$ cat src/rtl/approx_seq_div.sv
// -----------------------------------------------------------------------------
// approx_seq_div
//
// Iterative unsigned radix-2 restoring divider with an approximation parameter.
// One quotient bit is resolved per clock in CALC. Setting K > 0 skips the K
// least-significant quotient iterations. The result is then the quotient of
// (a >> K) / b, scaled back up by 2^K, and the remainder of (a >> K) mod b.
//
// Parameters:
//   W  operand width (W >= 2)
//   K  skipped LSB quotient iterations (0 <= K <= W-1), K = 0 is exact
//
// Ports:
//   clk          rising-edge clock
//   rst          synchronous, active-high reset
//   start        operation request, sampled only in IDLE
//   dividend     unsigned dividend a, sampled with start
//   divisor      unsigned divisor b, sampled with start
//   busy         high while iterating (CALC)
//   done         one-cycle pulse; quotient/remainder/div_by_zero are valid
//   quotient     registered quotient
//   remainder    registered remainder
//   div_by_zero  last accepted operation had b = 0
// -----------------------------------------------------------------------------
module approx_seq_div #(
  parameter int W = 8,
  parameter int K = 0
) (
  input  logic         clk,
  input  logic         rst,
  input  logic         start,
  input  logic [W-1:0] dividend,
  input  logic [W-1:0] divisor,
  output logic         busy,
  output logic         done,
  output logic [W-1:0] quotient,
  output logic [W-1:0] remainder,
  output logic         div_by_zero
);

  localparam int CW   = $clog2(W + 1);
  localparam int ITER = W - K;

  typedef enum logic [1:0] {IDLE, CALC, DONE} state_t;

  state_t         state_q, state_d;
  logic [W-1:0]   rem_q, rem_d;        // partial remainder, always < b
  logic [W-1:0]   quo_q, quo_d;        // dividend bits shifting out, quotient bits in
  logic [W-1:0]   b_q, b_d;
  logic [CW-1:0]  cnt_q, cnt_d;
  logic [W-1:0]   quotient_q, quotient_d;
  logic [W-1:0]   remainder_q, remainder_d;
  logic           dbz_q, dbz_d;

  // One restoring step. The shifted remainder needs W+1 bits because
  // 2*R + 1 can reach 2b - 1.
  logic [W:0]     r_shift;
  logic [W-1:0]   r_diff;
  logic           fits;
  logic [W-1:0]   r_step;
  logic [W-1:0]   q_step;

  always_comb begin
    r_shift = {rem_q, quo_q[W-1]};
    fits    = (r_shift >= {1'b0, b_q});
    // When the subtraction is kept, the true difference is < b < 2^W,
    // so computing it modulo 2^W is exact.
    r_diff  = r_shift[W-1:0] - b_q;
    r_step  = fits ? r_diff : r_shift[W-1:0];
    q_step  = {quo_q[W-2:0], fits};
  end

  always_comb begin
    // NOTE: every combinational output gets a default first, so no path
    // through the case statement can leave a signal unassigned and infer a latch.
    state_d     = state_q;
    rem_d       = rem_q;
    quo_d       = quo_q;
    b_d         = b_q;
    cnt_d       = cnt_q;
    quotient_d  = quotient_q;
    remainder_d = remainder_q;
    dbz_d       = dbz_q;

    case (state_q)
      IDLE: begin
        if (start) begin
          if (divisor == '0) begin
            quotient_d  = '1;
            remainder_d = dividend;
            dbz_d       = 1'b1;
            state_d     = DONE;
          end else begin
            b_d     = divisor;
            rem_d   = '0;
            quo_d   = dividend;
            cnt_d   = CW'(ITER);
            state_d = CALC;
          end
        end
      end
      CALC: begin
        rem_d = r_step;
        quo_d = q_step;
        cnt_d = cnt_q - CW'(1);
        if (cnt_q == CW'(1)) begin
          // After W-K shifts the low W-K bits hold the quotient of a>>K and
          // the top K bits still hold the unused low dividend bits; shifting
          // left by K drops those and rescales the quotient.
          quotient_d  = q_step << K;
          remainder_d = r_step;
          dbz_d       = 1'b0;
          state_d     = DONE;
        end
      end
      DONE:    state_d = IDLE;
      default: state_d = IDLE;
    endcase
  end

  // NOTE: state is updated with non-blocking assignments so every flop
  // samples the values from before this edge, independent of statement order.
  // The datapath registers are cleared too, so a reset run is fully deterministic.
  always_ff @(posedge clk) begin
    if (rst) begin
      state_q     <= IDLE;
      rem_q       <= '0;
      quo_q       <= '0;
      b_q         <= '0;
      cnt_q       <= '0;
      quotient_q  <= '0;
      remainder_q <= '0;
      dbz_q       <= 1'b0;
    end else begin
      state_q     <= state_d;
      rem_q       <= rem_d;
      quo_q       <= quo_d;
      b_q         <= b_d;
      cnt_q       <= cnt_d;
      quotient_q  <= quotient_d;
      remainder_q <= remainder_d;
      dbz_q       <= dbz_d;
    end
  end

  assign busy        = (state_q == CALC);
  assign done        = (state_q == DONE);
  assign quotient    = quotient_q;
  assign remainder   = remainder_q;
  assign div_by_zero = dbz_q;

endmodule

$ cat config.mk
export PLATFORM = sky130hd
export DESIGN_NAME = approx_seq_div
export DESIGN_NICKNAME = d
export VERILOG_FILES = /design/src/rtl/approx_seq_div.sv
export SDC_FILE = /design/constraint.sdc
export NUM_CORES = 1
export LEC_CHECK = 0
export BUFFER_PORTS_ARGS = -buffer_cell sky130_fd_sc_hd__buf_2
export CAP_MARGIN = 0
export CORE_ASPECT_RATIO = 2
export CORE_MARGIN = 2
export CORE_UTILIZATION = 55
export CTS_CLUSTER_SIZE = 40
export DETAILED_ROUTE_END_ITERATION = 12
export PLACE_DENSITY = 0.78
export SYNTH_ARGS = -nofsm -noshare
export SYNTH_HDL_FRONTEND = slang
export SYNTH_SLANG_ARGS = --single-unit
$ cat constraint.sdc
create_clock -name clk -period 3.35 [get_ports clk]
set_clock_uncertainty 0.2 [all_clocks]
set_input_delay 0.67 -clock clk [delete_from_list [all_inputs] [get_ports clk]]
set_output_delay 0.67 -clock clk [all_outputs]
set_load 0.05 [all_outputs]
=== Word level (Yosys, flattened, before mapping) ===
Index checks and enable logic that the tools add are counted.

* Register bits: 47
* Bits of input ports: 19
* Output and inout bits: 19
* Logic and storage cells: 52

* Add/subtract/negate cells: 2
* $lt $le $gt $ge: 1
* Equality and inequality tests: 7
* Mux-type cells: 26
* Bitwise operators: 1
* Reduce and logical (&&, ||, !) cells: 7

{| class="wikitable"
|+ Operators by type and width
! cell !! number
|-
| $mux 8 || 11
|-
| $pmux 8 s2 || 4
|-
| $ge 9x8->1 || 1
|-
| $logic_not 8->1 || 1
|-
| $mux 4 || 2
|-
| $pmux 4 s2 || 1
|-
| $sub 8x8->8 || 1
|-
| $mux 2 || 3
|-
| $ne 2x2->1 const B || 3
|-
| $reduce_and 3->1 || 2
|-
| $eq 4x1->1 const B || 1
|-
| $pmux 2 s2 || 1
|-
| $reduce_and 4->1 || 1
|-
| $sub 4x1->4 const B || 1
|-
| $mux 1 || 3
|-
| $eq 2x1->1 const B || 1
|-
| $eq 2x2->1 const B || 1
|-
| $logic_not 2->1 || 1
|-
| $ne 2x1->1 const B || 1
|-
| $pmux 1 s2 || 1
|-
| $reduce_and 2->1 || 1
|-
| $reduce_bool 2->1 || 1
|-
| $not 1->1 || 1
|}

=== Depth between registers and ports, before layout ===
* Depth after elaboration: 4
* Depth in mapped cells: 9
* Gate-level depth less buffers: 9

=== Worst setup path before layout ===
Ideal clock, no wire load.

* Path type: input port to flip-flop
* From: input port divisor[3]
* To: register quotient_q[0], in the netlist quotient[0]
* Library setup time: 0.088 ns
* Data arrival time: 2.090 ns
* Required time: 3.062 ns
* Slack: 0.972 ns
* Stages: 6
* Path buffers: 1
* Cells stage by stage: or4_4 or2_4 o21ai_4 buf_6 nor2_2 a311oi_2

* Longest elaborated chain between the ends: 3

{| class="wikitable"
|+ Ends and longest elaborated chain
! what !! line !! text
|-
| from (decl) || 33 || <nowiki>input logic [W-1:0] divisor,</nowiki>
|-
| $logic_not 8->1 || 88 || <nowiki>if (divisor == '0) begin</nowiki>
|-
| $ne 2x2->1 (no source line) || - ||
|-
| $reduce_and 4->1 (no source line) || - ||
|-
| to (signal assigned) || 140 || <nowiki>quotient_q <= quotient_d;</nowiki>
|-
| to (decl) || 51 || <nowiki>logic [W-1:0] quotient_q, quotient_d;</nowiki>
|}

Every way passes these cells.
A chain may end at the register's enable or synchronous reset.

=== Final worst setup path ===
* From: register state_q[1]
* To: output port busy

* Longest elaborated chain between the ends: 1

{| class="wikitable"
|+ Ends and longest elaborated chain
! what !! line !! text
|-
| from (decl) || 46 || <nowiki>state_t state_q, state_d;</nowiki>
|-
| from (signal assigned) || 135 || <nowiki>state_q <= state_d;</nowiki>
|-
| $eq 2x1->1 || 146 || <nowiki>assign busy = (state_q == CALC);</nowiki>
|-
| to (decl) || 34 || <nowiki>output logic busy,</nowiki>
|}

Every way passes these cells.

==> out/qor.yml <==
worst_setup_path:
  startpoint: "state_q[1]"
  required_ps: 2480
  slowest_delay_ps: 410
  worstPathCellList: "nand2b_1 -> inv_1 -> buf_4 -> buf_2"
  r2r_slack_ps: 760
  path_max_fanout: 22
  cp_top_family: "buffers and inverters"
  crit_path_end_kind: "output port"
  cp_slowest_cell: "nand2b_1"
  worstSetupPathType: "flop to output port"
  crit_buf_inv: 3
  arrival_ps: 1820
  worstSetupStartpointType: "flop"
  reg2reg_from: "b_q[7]"
floorplanning:
  die_h_um: 95.7
  fp.dieW_um: 49.8
  start_util: 0.566
  io_pins: 38
  die_area_um2: 4770
  core_um2: 4090
  rows: 33
sta:
  worstMarginPinSlew_ps: 907
  period_share: 0.802
  hold_violations: 0
  finalSetupTns_ps: 0
  rsz0062_at_grt: "no"
  clock.fmax_ghz: 0.372
  whs_ps: 259
  slew_viol_final: 0
  finalSetupViolCount: 0
  relSlewSlack: 0.395
  finalCriticalPeriod_ps: 2690
global_routing:
  antenna_found_initial: 0
  grt_pass1_vias: 1878
  overflow: 0
  track_usage: 0.227
  grt_pass1_wl_um: 8410
  grt_start_max_net_pins: 39
routing:
  drt.antenna.violating_nets: 0
  vias_per_cell: 5.70
  vias: 2079
  routed_wl_um: 5250
  drc: 0
  wl_per_cell_um: 14.4
  drt_iter0_markers: 62
  drt_pass1_iterations: 4
clock_network:
  h-tree-depth: 2
  postCtsHoldBufs: 0
  cts-root-buf: "clkbuf_8"
  clockBufferDepth: 2
  cts_tree: "done"
  cts_made_buffers: 5
  insertion_delay_ps: 300
  cts.sinks: 47
  cts_resized: 0
  post_cts_buffers: 0
  path_clk_slew_ps: 80
synth:
  synthTopCellsByArea: "dfxtp_1 (41%), nand2_1 (7.5%), a21oi_1 (6.3%)"
  synthDistinctLibCells: 46
  synth_edf_count: 0
  ys_warn_count: 0
  synth_ff_type: "dfxtp_1"
  async_reset_ff_frac: 0
  synth_nets: 305
  synthesis.area_um2: 2310
  ys_ff_latch: 47
  synth_top_cell_by_area: "dfxtp_1"
  syn_inst: 275
  yosys-top-cells-count: "dfxtp_1 (47), nand2_1 (46), a21oi_1 (29)"
  syn_avg_cell_area_um2: 8.41
  synth.most_common_cell: "dfxtp_1"
  netlist.area_leader.share: 0.407
  ys_seq_area_frac: 0.407
worst_hold_path:
  hold_start: "b_q[2]"
  hp-class: "flop to flop"
finish:
  utilization: 0.650
  area_delta_synth_final_pct: 14.8
  nNetsFinal: 342
  diodes: 0
  drive_gt1_frac: 0.195
job:
  drv_cap: 0
power:
  ir_drop_mv: 0.389
  power_density_nw_per_um2: 602
  p_leak_nw: 1.11
place:
  place.gp.congestion: 0.898
  portBuffers: 37
  dp_hpwl_um: 3980
run_status:
  status: "finished clean"
cell usage in the layout, fill, tap and decap left out, types with 4 or more instances in the layout:
cell      count
o221a_1       7
nand2_1      46
a311oi_1     11
dfxtp_1      47
o211ai_1      7
clkbuf_8      6
nand2b_1      6
ha_1         10
a21oi_1      29
nand3_1       4
buf_2        37
inv_1        15
buf_4         5
nor2_1       27
per-stage QoR:
| stage | std cells | total power, mW | setup WS [ps] | instance area [µm²] |
|---|---|---|---|---|
| after floorplan | 275 | 1.06 | 972 | 2310 |
| after global placement | 357 | 1.16 | 746 | 2540 |
| after detailed placement | 357 | 1.17 | 698 | 2540 |
| after CTS | 365 | 1.60 | 639 | 2660 |
| after global routing | 365 | 1.68 | 516 | 2660 |
| final | 365 | 1.60 | 663 | 2660 |
sequential cells by signal (all words and copies together) (netlist names):
name	count
rem_q	8
quo_q	8
div_by_zero	1
cnt_q	4
quotient	8
remainder	8
b_q	8
state_q	2
kinds of logic after synthesis:
group	count (synthesis)	share of synthesized area
AOI/OAI and AO/OA	77	0.241
xor gates and xnor gates	5	0.0189
adders and majority gates	11	0.0628
buffers and inverters	29	0.0546
DFF	47	0.407
muxes	2	0.00866
and+or+nand+nor	104	0.207
cell type report:
class | count | area, µm²
tap | 52 | 65.1
sequential | 47 | 941
multi-input combinational | 199 | 1240
timing repair buffer | 42 | 223
clock buffer | 6 | 82.6
clock inverter | 2 | 35.0
inverter | 17 | 63.8
fill | 373 | 1430
where the power goes:
group	leakage, nW	total [mW]	internal [mW]	switching, mW
clock	0.0612	0.434	0.242	0.193
combinational	0.665	0.521	0.200	0.321
sequential	0.384	0.643	0.607	0.0362
total	1.11	1.60	1.05	0.550
worst min-delay path, stage by stage (launching register included):
cell and delay (ps):
dfxtp_1 320, nand2_1 50, a21oi_1 50
final timing paths:
path | end | cells after the start
hold / removal | b_q[2] | 2
hold reg to reg | b_q[2] | 2
setup reg to reg | remainder[0] | 9
setup / recovery | busy | 4
per-layer routing:
| metal | wire, µm | track usage |
|---|---|---|
| met3 | 156 | 0.0311 |
| met1 | 2160 | 0.251 |
| met4 | 132 | 0.0926 |
| met5 | 0 | 0 |
| met2 | 2800 | 0.427 |
Power figures use the tool's default switching activity.
